**src/rtl/rackbus_pkg.sv**
```systemverilog
// rackbus_pkg: shared rackbus link definitions (word width, training word,
// aligner states), imported by both the transmitter and the receive aligner.
package rackbus_pkg;

    localparam int NBITS = 6;

    // All six rotations are distinct, so only one offset can ever match.
    localparam logic [NBITS-1:0] TRAIN_PATTERN = 6'b011001;

    typedef enum logic [2:0] {
        IDLE,
        WAIT,
        HUNT,
        CHECK,
        LOCKED
    } align_state_t;

    function automatic logic [2:0] next_offset(input logic [2:0] off);
        return (off == 3'd5) ? 3'd0 : off + 3'd1;
    endfunction

endpackage

```
**src/rtl/rackbus_word_shifter.sv**
```systemverilog
// rackbus_word_shifter: selects a 6-bit window out of {prev, current} raw
// ISERDES words by bit offset and registers the result.
module rackbus_word_shifter
    import rackbus_pkg::*;
(
    input  logic             clk,
    input  logic             rst,
    input  logic [NBITS-1:0] data_i,
    input  logic [2:0]       offset,
    output logic [NBITS-1:0] data_o
);

    logic [NBITS-1:0]   prev_q;
    logic [2*NBITS-1:0] cat;
    logic [NBITS-1:0]   aligned;

    assign cat = {prev_q, data_i};

    always_comb begin
        aligned = cat[5:0];
        unique case (offset)
            3'd1:    aligned = cat[6:1];
            3'd2:    aligned = cat[7:2];
            3'd3:    aligned = cat[8:3];
            3'd4:    aligned = cat[9:4];
            3'd5:    aligned = cat[10:5];
            default: aligned = cat[5:0];
        endcase
    end

    always_ff @(posedge clk or posedge rst) begin
        if (rst) begin
            prev_q <= '0;
            data_o <= '0;
        end else begin
            prev_q <= data_i;
            data_o <= aligned;
        end
    end

endmodule

```
**src/rtl/rackbus_cin_aligner.sv**
```systemverilog
// rackbus_cin_aligner: hunts the CIN training word, locks, and re-hunts on loss.
// Error/slip statistics are built only when RACKBUS_ALIGN_STATS_EN is defined.
module rackbus_cin_aligner
    import rackbus_pkg::*;
#(
    parameter int LOCK_COUNT = 16,
    parameter int ERR_MAX    = 4,
    parameter int SLIP_WAIT  = 2,
    parameter int HUNT_LIMIT = 3
) (
    input  logic             clk,
    input  logic             rst,
    input  logic             enable_i,
    input  logic             train_i,
    input  logic [NBITS-1:0] data_i,
    output logic [NBITS-1:0] data_o,
    output logic             data_valid_o,
    output logic             locked_o,
    output logic [2:0]       offset_o,
    output logic             hunt_fail_o,
    output logic [15:0]      err_count_o
);

    localparam logic [8:0] LOCK_N = 9'(LOCK_COUNT);
    localparam logic [4:0] ERR_N  = 5'(ERR_MAX);
    localparam logic [2:0] WAIT_N = 3'(SLIP_WAIT);
    localparam logic [8:0] HUNT_N = 9'(HUNT_LIMIT);

    align_state_t state_q, state_d;
    logic [2:0]   offset_q, offset_d;
    logic [2:0]   wait_q, wait_d;
    logic [7:0]   match_q, match_d;
    logic [3:0]   err_q, err_d;
    logic [7:0]   sweep_q, sweep_d;
    logic         fail_q, fail_d;
    logic         advance;
    logic         match;
    logic [8:0]   match_inc;
    logic [4:0]   err_inc;
    logic [8:0]   sweep_inc;

    rackbus_word_shifter u_shifter (
        .clk    (clk),
        .rst    (rst),
        .data_i (data_i),
        .offset (offset_q),
        .data_o (data_o)
    );

    // Compared on the registered word, so a new offset needs one settle cycle.
    assign match     = (data_o == TRAIN_PATTERN);
    assign match_inc = {1'b0, match_q} + 9'd1;
    assign err_inc   = {1'b0, err_q} + 5'd1;
    assign sweep_inc = {1'b0, sweep_q} + 9'd1;

    always_ff @(posedge clk or posedge rst) begin
        if (rst) begin
            state_q  <= IDLE;
            offset_q <= '0;
            wait_q   <= '0;
            match_q  <= '0;
            err_q    <= '0;
            sweep_q  <= '0;
            fail_q   <= 1'b0;
        end else begin
            state_q  <= state_d;
            offset_q <= offset_d;
            wait_q   <= wait_d;
            match_q  <= match_d;
            err_q    <= err_d;
            sweep_q  <= sweep_d;
            fail_q   <= fail_d;
        end
    end

    always_comb begin
        state_d  = state_q;
        offset_d = offset_q;
        wait_d   = wait_q;
        match_d  = match_q;
        err_d    = err_q;
        sweep_d  = sweep_q;
        fail_d   = fail_q;
        advance  = 1'b0;

        if (!enable_i) begin
            state_d = IDLE;
            sweep_d = '0;
            fail_d  = 1'b0;
        end else begin
            unique case (state_q)
                IDLE: begin
                    state_d = WAIT;
                    wait_d  = WAIT_N;
                end
                WAIT: begin
                    wait_d = wait_q - 3'd1;
                    if (wait_q <= 3'd1) begin
                        state_d = HUNT;
                    end
                end
                HUNT: begin
                    if (match) begin
                        state_d = (LOCK_N <= 9'd1) ? LOCKED : CHECK;
                        match_d = 8'd1;
                    end else begin
                        advance = 1'b1;
                    end
                end
                CHECK: begin
                    if (!match) begin
                        advance = 1'b1;
                    end else if (match_inc >= LOCK_N) begin
                        state_d = LOCKED;
                    end else begin
                        match_d = match_inc[7:0];
                    end
                end
                LOCKED: begin
                    // Without training traffic there is nothing to judge.
                    if (train_i) begin
                        if (match) begin
                            err_d = '0;
                        end else if (err_inc >= ERR_N) begin
                            advance = 1'b1;
                        end else begin
                            err_d = err_inc[3:0];
                        end
                    end
                end
                default: state_d = IDLE;
            endcase

            if (advance) begin
                state_d  = WAIT;
                wait_d   = WAIT_N;
                err_d    = '0;
                offset_d = next_offset(offset_q);
                if (offset_q == 3'd5) begin
                    if (sweep_q != 8'hFF) begin
                        sweep_d = sweep_inc[7:0];
                    end
                    if (sweep_inc >= HUNT_N) begin
                        fail_d = 1'b1;
                    end
                end
            end

            if (state_d == LOCKED && state_q != LOCKED) begin
                sweep_d = '0;
                fail_d  = 1'b0;
                err_d   = '0;
            end
        end
    end

    assign locked_o     = (state_q == LOCKED);
    assign data_valid_o = (state_q == LOCKED);
    assign offset_o     = offset_q;
    assign hunt_fail_o  = fail_q;

`ifdef RACKBUS_ALIGN_STATS_EN
    logic        lock_err;
    logic        lock_loss;
    logic        slip;
    logic [16:0] err_sum;
    logic [15:0] err_cnt_q;
    logic [7:0]  slip_cnt_q;

    assign lock_err  = enable_i && train_i && !match
                    && (state_q == LOCKED);
    assign lock_loss = lock_err && (err_inc >= ERR_N);
    assign slip      = (offset_d != offset_q);
    assign err_sum   = {1'b0, err_cnt_q} + {16'd0, lock_err}
                     + {16'd0, lock_loss};

    always_ff @(posedge clk or posedge rst) begin
        if (rst) begin
            err_cnt_q  <= '0;
            slip_cnt_q <= '0;
        end else begin
            err_cnt_q <= err_sum[16] ? 16'hFFFF : err_sum[15:0];
            if (slip && slip_cnt_q != 8'hFF) begin
                slip_cnt_q <= slip_cnt_q + 8'd1;
            end
        end
    end

    assign err_count_o = err_cnt_q;
`else
    assign err_count_o = 16'h0000;
`endif

endmodule
```
**config.mk**
```make
export PLATFORM = sky130hd
export DESIGN_NAME = rackbus_cin_aligner
export DESIGN_NICKNAME = d
export VERILOG_FILES = /design/src/rtl/rackbus_pkg.sv /design/src/rtl/rackbus_word_shifter.sv /design/src/rtl/rackbus_cin_aligner.sv
export SDC_FILE = /design/constraint.sdc
export NUM_CORES = 1
export LEC_CHECK = 0
export ABC_AREA = 1
export CORE_MARGIN = 3
export CORE_UTILIZATION = 50
export CTS_CLUSTER_DIAMETER = 80
export DETAILED_ROUTE_END_ITERATION = 10
export PLACE_DENSITY_LB_ADDON = 0.1
export SETUP_SLACK_MARGIN = 0.15
export SYNTH_ARGS = -nofsm -noshare
export SYNTH_HDL_FRONTEND = slang
export SYNTH_HIERARCHICAL = 1
export SYNTH_SLANG_ARGS = --single-unit
```
**constraint.sdc**
```tcl
create_clock -name clk -period 1.7 [get_ports clk]
set_clock_uncertainty 0.2 [all_clocks]
set_input_delay 0.17 -clock clk [delete_from_list [all_inputs] [get_ports clk]]
set_output_delay 0.17 -clock clk [all_outputs]
set_load 0.01 [all_outputs]
```
==> results by group <==
Status
  • Outcome: finished with violations
  • Failing checks: negative setup slack

Drt
  • Antenna-violating nets left: 0
  • Wire length per cell: 12.8 um
  • DR vias/cell: 5.16
  • Vias: 2526
  • Drt pass-1 iters: 4
  • DRT Wirelength: 6280 um
  • DR iter-0 viols: 112
  • Drc violations: 0

Global routing
  • GRT Overall Usage: 19.9%
  • First-pass GRT wire length: 10100 um
  • Gr ovfl total: 0
  • Pin count of the biggest net entering global routing: 20
  • Antenna violations before repair: 0
  • Vias in the first global route: 2307

Clocking
  • CTS tree: yes
  • H-tree lvl count: 2
  • Clk sinks: 41
  • CTS buffer count: 5
  • Root buf cell: clkbuf_8
  • Cts hold-fix bufs: 0
  • Reg clk slew, reported paths: 80 ps
  • Clk buf depth: 2
  • Clk Latency, worst-skew pair: 290 ps

Place
  • GPL Wtd Cong: 0.856
  • DP HPWL: 4350 um
  • I/O Buffers: 21
  • Cell count after placement: 469

Cells and area
  • Sequential cell area: 1030 um2
  • Share of cells above drive strength 1: 29.3%
  • Area of the multi-input gates: 1620 um2
  • P&R area growth vs syn: 28.7%
  • Final non-filler cell total: 490
  • Ant. Diodes: 0
  • Fillers: 437
  • Final net count: 438

Worst setup path
  • R2R cell count: 11
  • FF-to-FF Start: err_q[1]
  • RR Endpoint: sweep_q[2]
  • R2R Setup Slk: -110 ps
  • Required @ worst endpoint: 1730 ps
  • Setup CP Type: flop to flop
  • Crit end category: flop
  • Critical path arrival: 1840 ps
  • CP Max Fanout: 8
  • CP Launch Type: flop

STA
  • Final WS setup: -108 ps
  • Fmax: 553 MHz
  • TNS Setup: -1040 ps
  • Fin. Hold Viols: 0
  • RSZ-0062 raised after global routing: yes
  • Max-slew violations: 0
  • Final period util: 106%
  • # setup viols final: 19
  • Minimum clock period: 1810 ps

Synthesis
  • Top post-synthesis cells by area: dfrtp_1, nand2_1, nand4_1, nand3_1, buf_4
  • Post-synth top flop: dfrtp_1
  • Area leader, netlist: dfrtp_1
  • Post-synthesis sequential area ratio: 37.4%
  • Synth Cell Area: 2750 um2
  • Synth cell types: 31
  • Share of async-settable or async-resettable flops after synthesis: 100%
  • Syn Inst Count: 359
  • Area share of the largest cell type after synthesis: 37.4%
  • Yosys warning count: 6
  • Number of synthesized flops with an enable pin: 0
  • Top-count cell post-synth: nand2_1
  • Yosys reg bits: 41
  • Synth cell count leaders: nand2_1, dfrtp_1, inv_1
  • Mean Syn Cell Area: 7.65 um2

Pwr
  • PD cells: 1280 nW/um2
  • VDD IR-drop max: 0.745 mV
  • Pleak: 0.00174 uW

Floorplan
  • Die width: 80.1 um
  • Starting Density: 52.7%
  • IO Count: 38
  • Die area: 6420 um2
  • # rows: 26
  • Die H: 80.1 um
  • CORE AREA: 5200 um2

Job
  • MaxCap Viol Count: 0

Worst hold path
  • Hold Crit Class: input pin to async pin
-- power by group --
part	internal (uW)	leakage [uW]	switching, uW
Combinational	1050	0.00119	1450
Clock	322	0.0000443	330
Sequential	1220	0.000508	158
Total	2590	0.00174	1940
-- routing by layer --
metal  vias up  track usage [%]  wire [um]
met5         -                0          0
met4         0             6.08         71
met3         6             3.92        275
met2        68             33.0       3170
met1      1190             26.0       2750
li1       1262                -          -
-- cells in the final DEF, fill, tap and decap left out, types with 4 or more instances in the layout --
cell type / instances
o21ai_1: 6
nor2_1: 24
buf_6: 7
xor2_1: 7
dfrtp_2: 4
dfrtp_1: 37
nand2_4: 5
nand2_1: 76
conb_1: 16
inv_1: 33
dlygate4sd2_1: 8
inv_2: 6
nand3_1: 23
clkdlybuf4s50_1: 9
clkbuf_8: 6
nand2_2: 11
nand3b_1: 5
nand3_2: 11
nor2_2: 11
a21oi_2: 4
nand4_1: 26
ha_1: 4
nor2_4: 4
buf_4: 34
a21oi_1: 12
-- critical path: stages, from the launching register on --
cell and delay, ps:
dfrtp_1 360, ha_2 190, inv_2 30, nand2_2 70, nand2_2 60, nand3_2 70, nand2_2 80, nand2_4 110
nand2_8 70, nor2_4 220, nand3_1 130, a21oi_2 130
-- cell families (layout without fill, tap and decap cells) --
| logic type | count (synthesis) | after routing | synth area share [%] |
|---|---|---|---|
| other | 1 | 16 | 0.137 |
| adders and majority gates | 8 | 8 | 3.65 |
| DFF | 41 | 41 | 37.4 |
| buffers and inverters | 66 | 112 | 12.6 |
| muxes | 1 | 1 | 0.365 |
| and+or+nand+nor | 205 | 205 | 37.9 |
| AOI/OAI and AO/OA | 29 | 29 | 5.47 |
| xor gates and xnor gates | 8 | 8 | 2.55 |
-- registers in the layout (all words and copies together), names as in the netlist --
name,flops
hunt_fail_o,1
u_shifter/prev_q,5
sweep_q,8
err_q,4
u_shifter/data_o,6
offset_o,3
state_q,3
match_q,8
wait_q,3
-- through the flow --
step           util (%)  setup WS (ps)  power, uW  hold WS (ps)  area [um2]
2_1_floorplan         -           7.01       2880          -178        2850
3_3_place_gp       61.1          -62.1       3540           284        3180
3_5_place_dp       61.1           -112       3570           285        3180
4_1_cts            65.2          -76.9       4340          6.18        3400
5_1_grt            67.9           -216       4920          36.2        3530
6_report           67.9           -108       4530         0.541        3530
-- worst max-delay path by stage --
stage,from,slack [ps],end
after CTS,match_q[0],-80,err_q[2]
after global routing,err_q[1],-220,sweep_q[7]
after detailed placement,train_i,-110,sweep_q[4]
final,err_q[1],-110,sweep_q[2]
after global placement,train_i,-60,sweep_q[4]
after floorplan,match_q[1],7,match_q[0]
-- final cells by class --
cell class / count / area share [%]
Tap cell: 70 / 2.48
Inverter: 42 / 4.68
Timing Repair Buffer: 63 / 15.3
Sequential cell: 41 / 29.2
Multi-Input combinational cell: 267 / 45.9
Clock buffer: 7 / 2.44
-- timing repair --
action,in CTS,in global routing
endpoints found under the hold margin,0,0
setup endpoints to repair,41,38
gates cloned,0,0
gates resized for setup,32,33
setup buffers,10,4
pin swaps,11,8
Note: power is estimated with default switching activity, not from simulation.
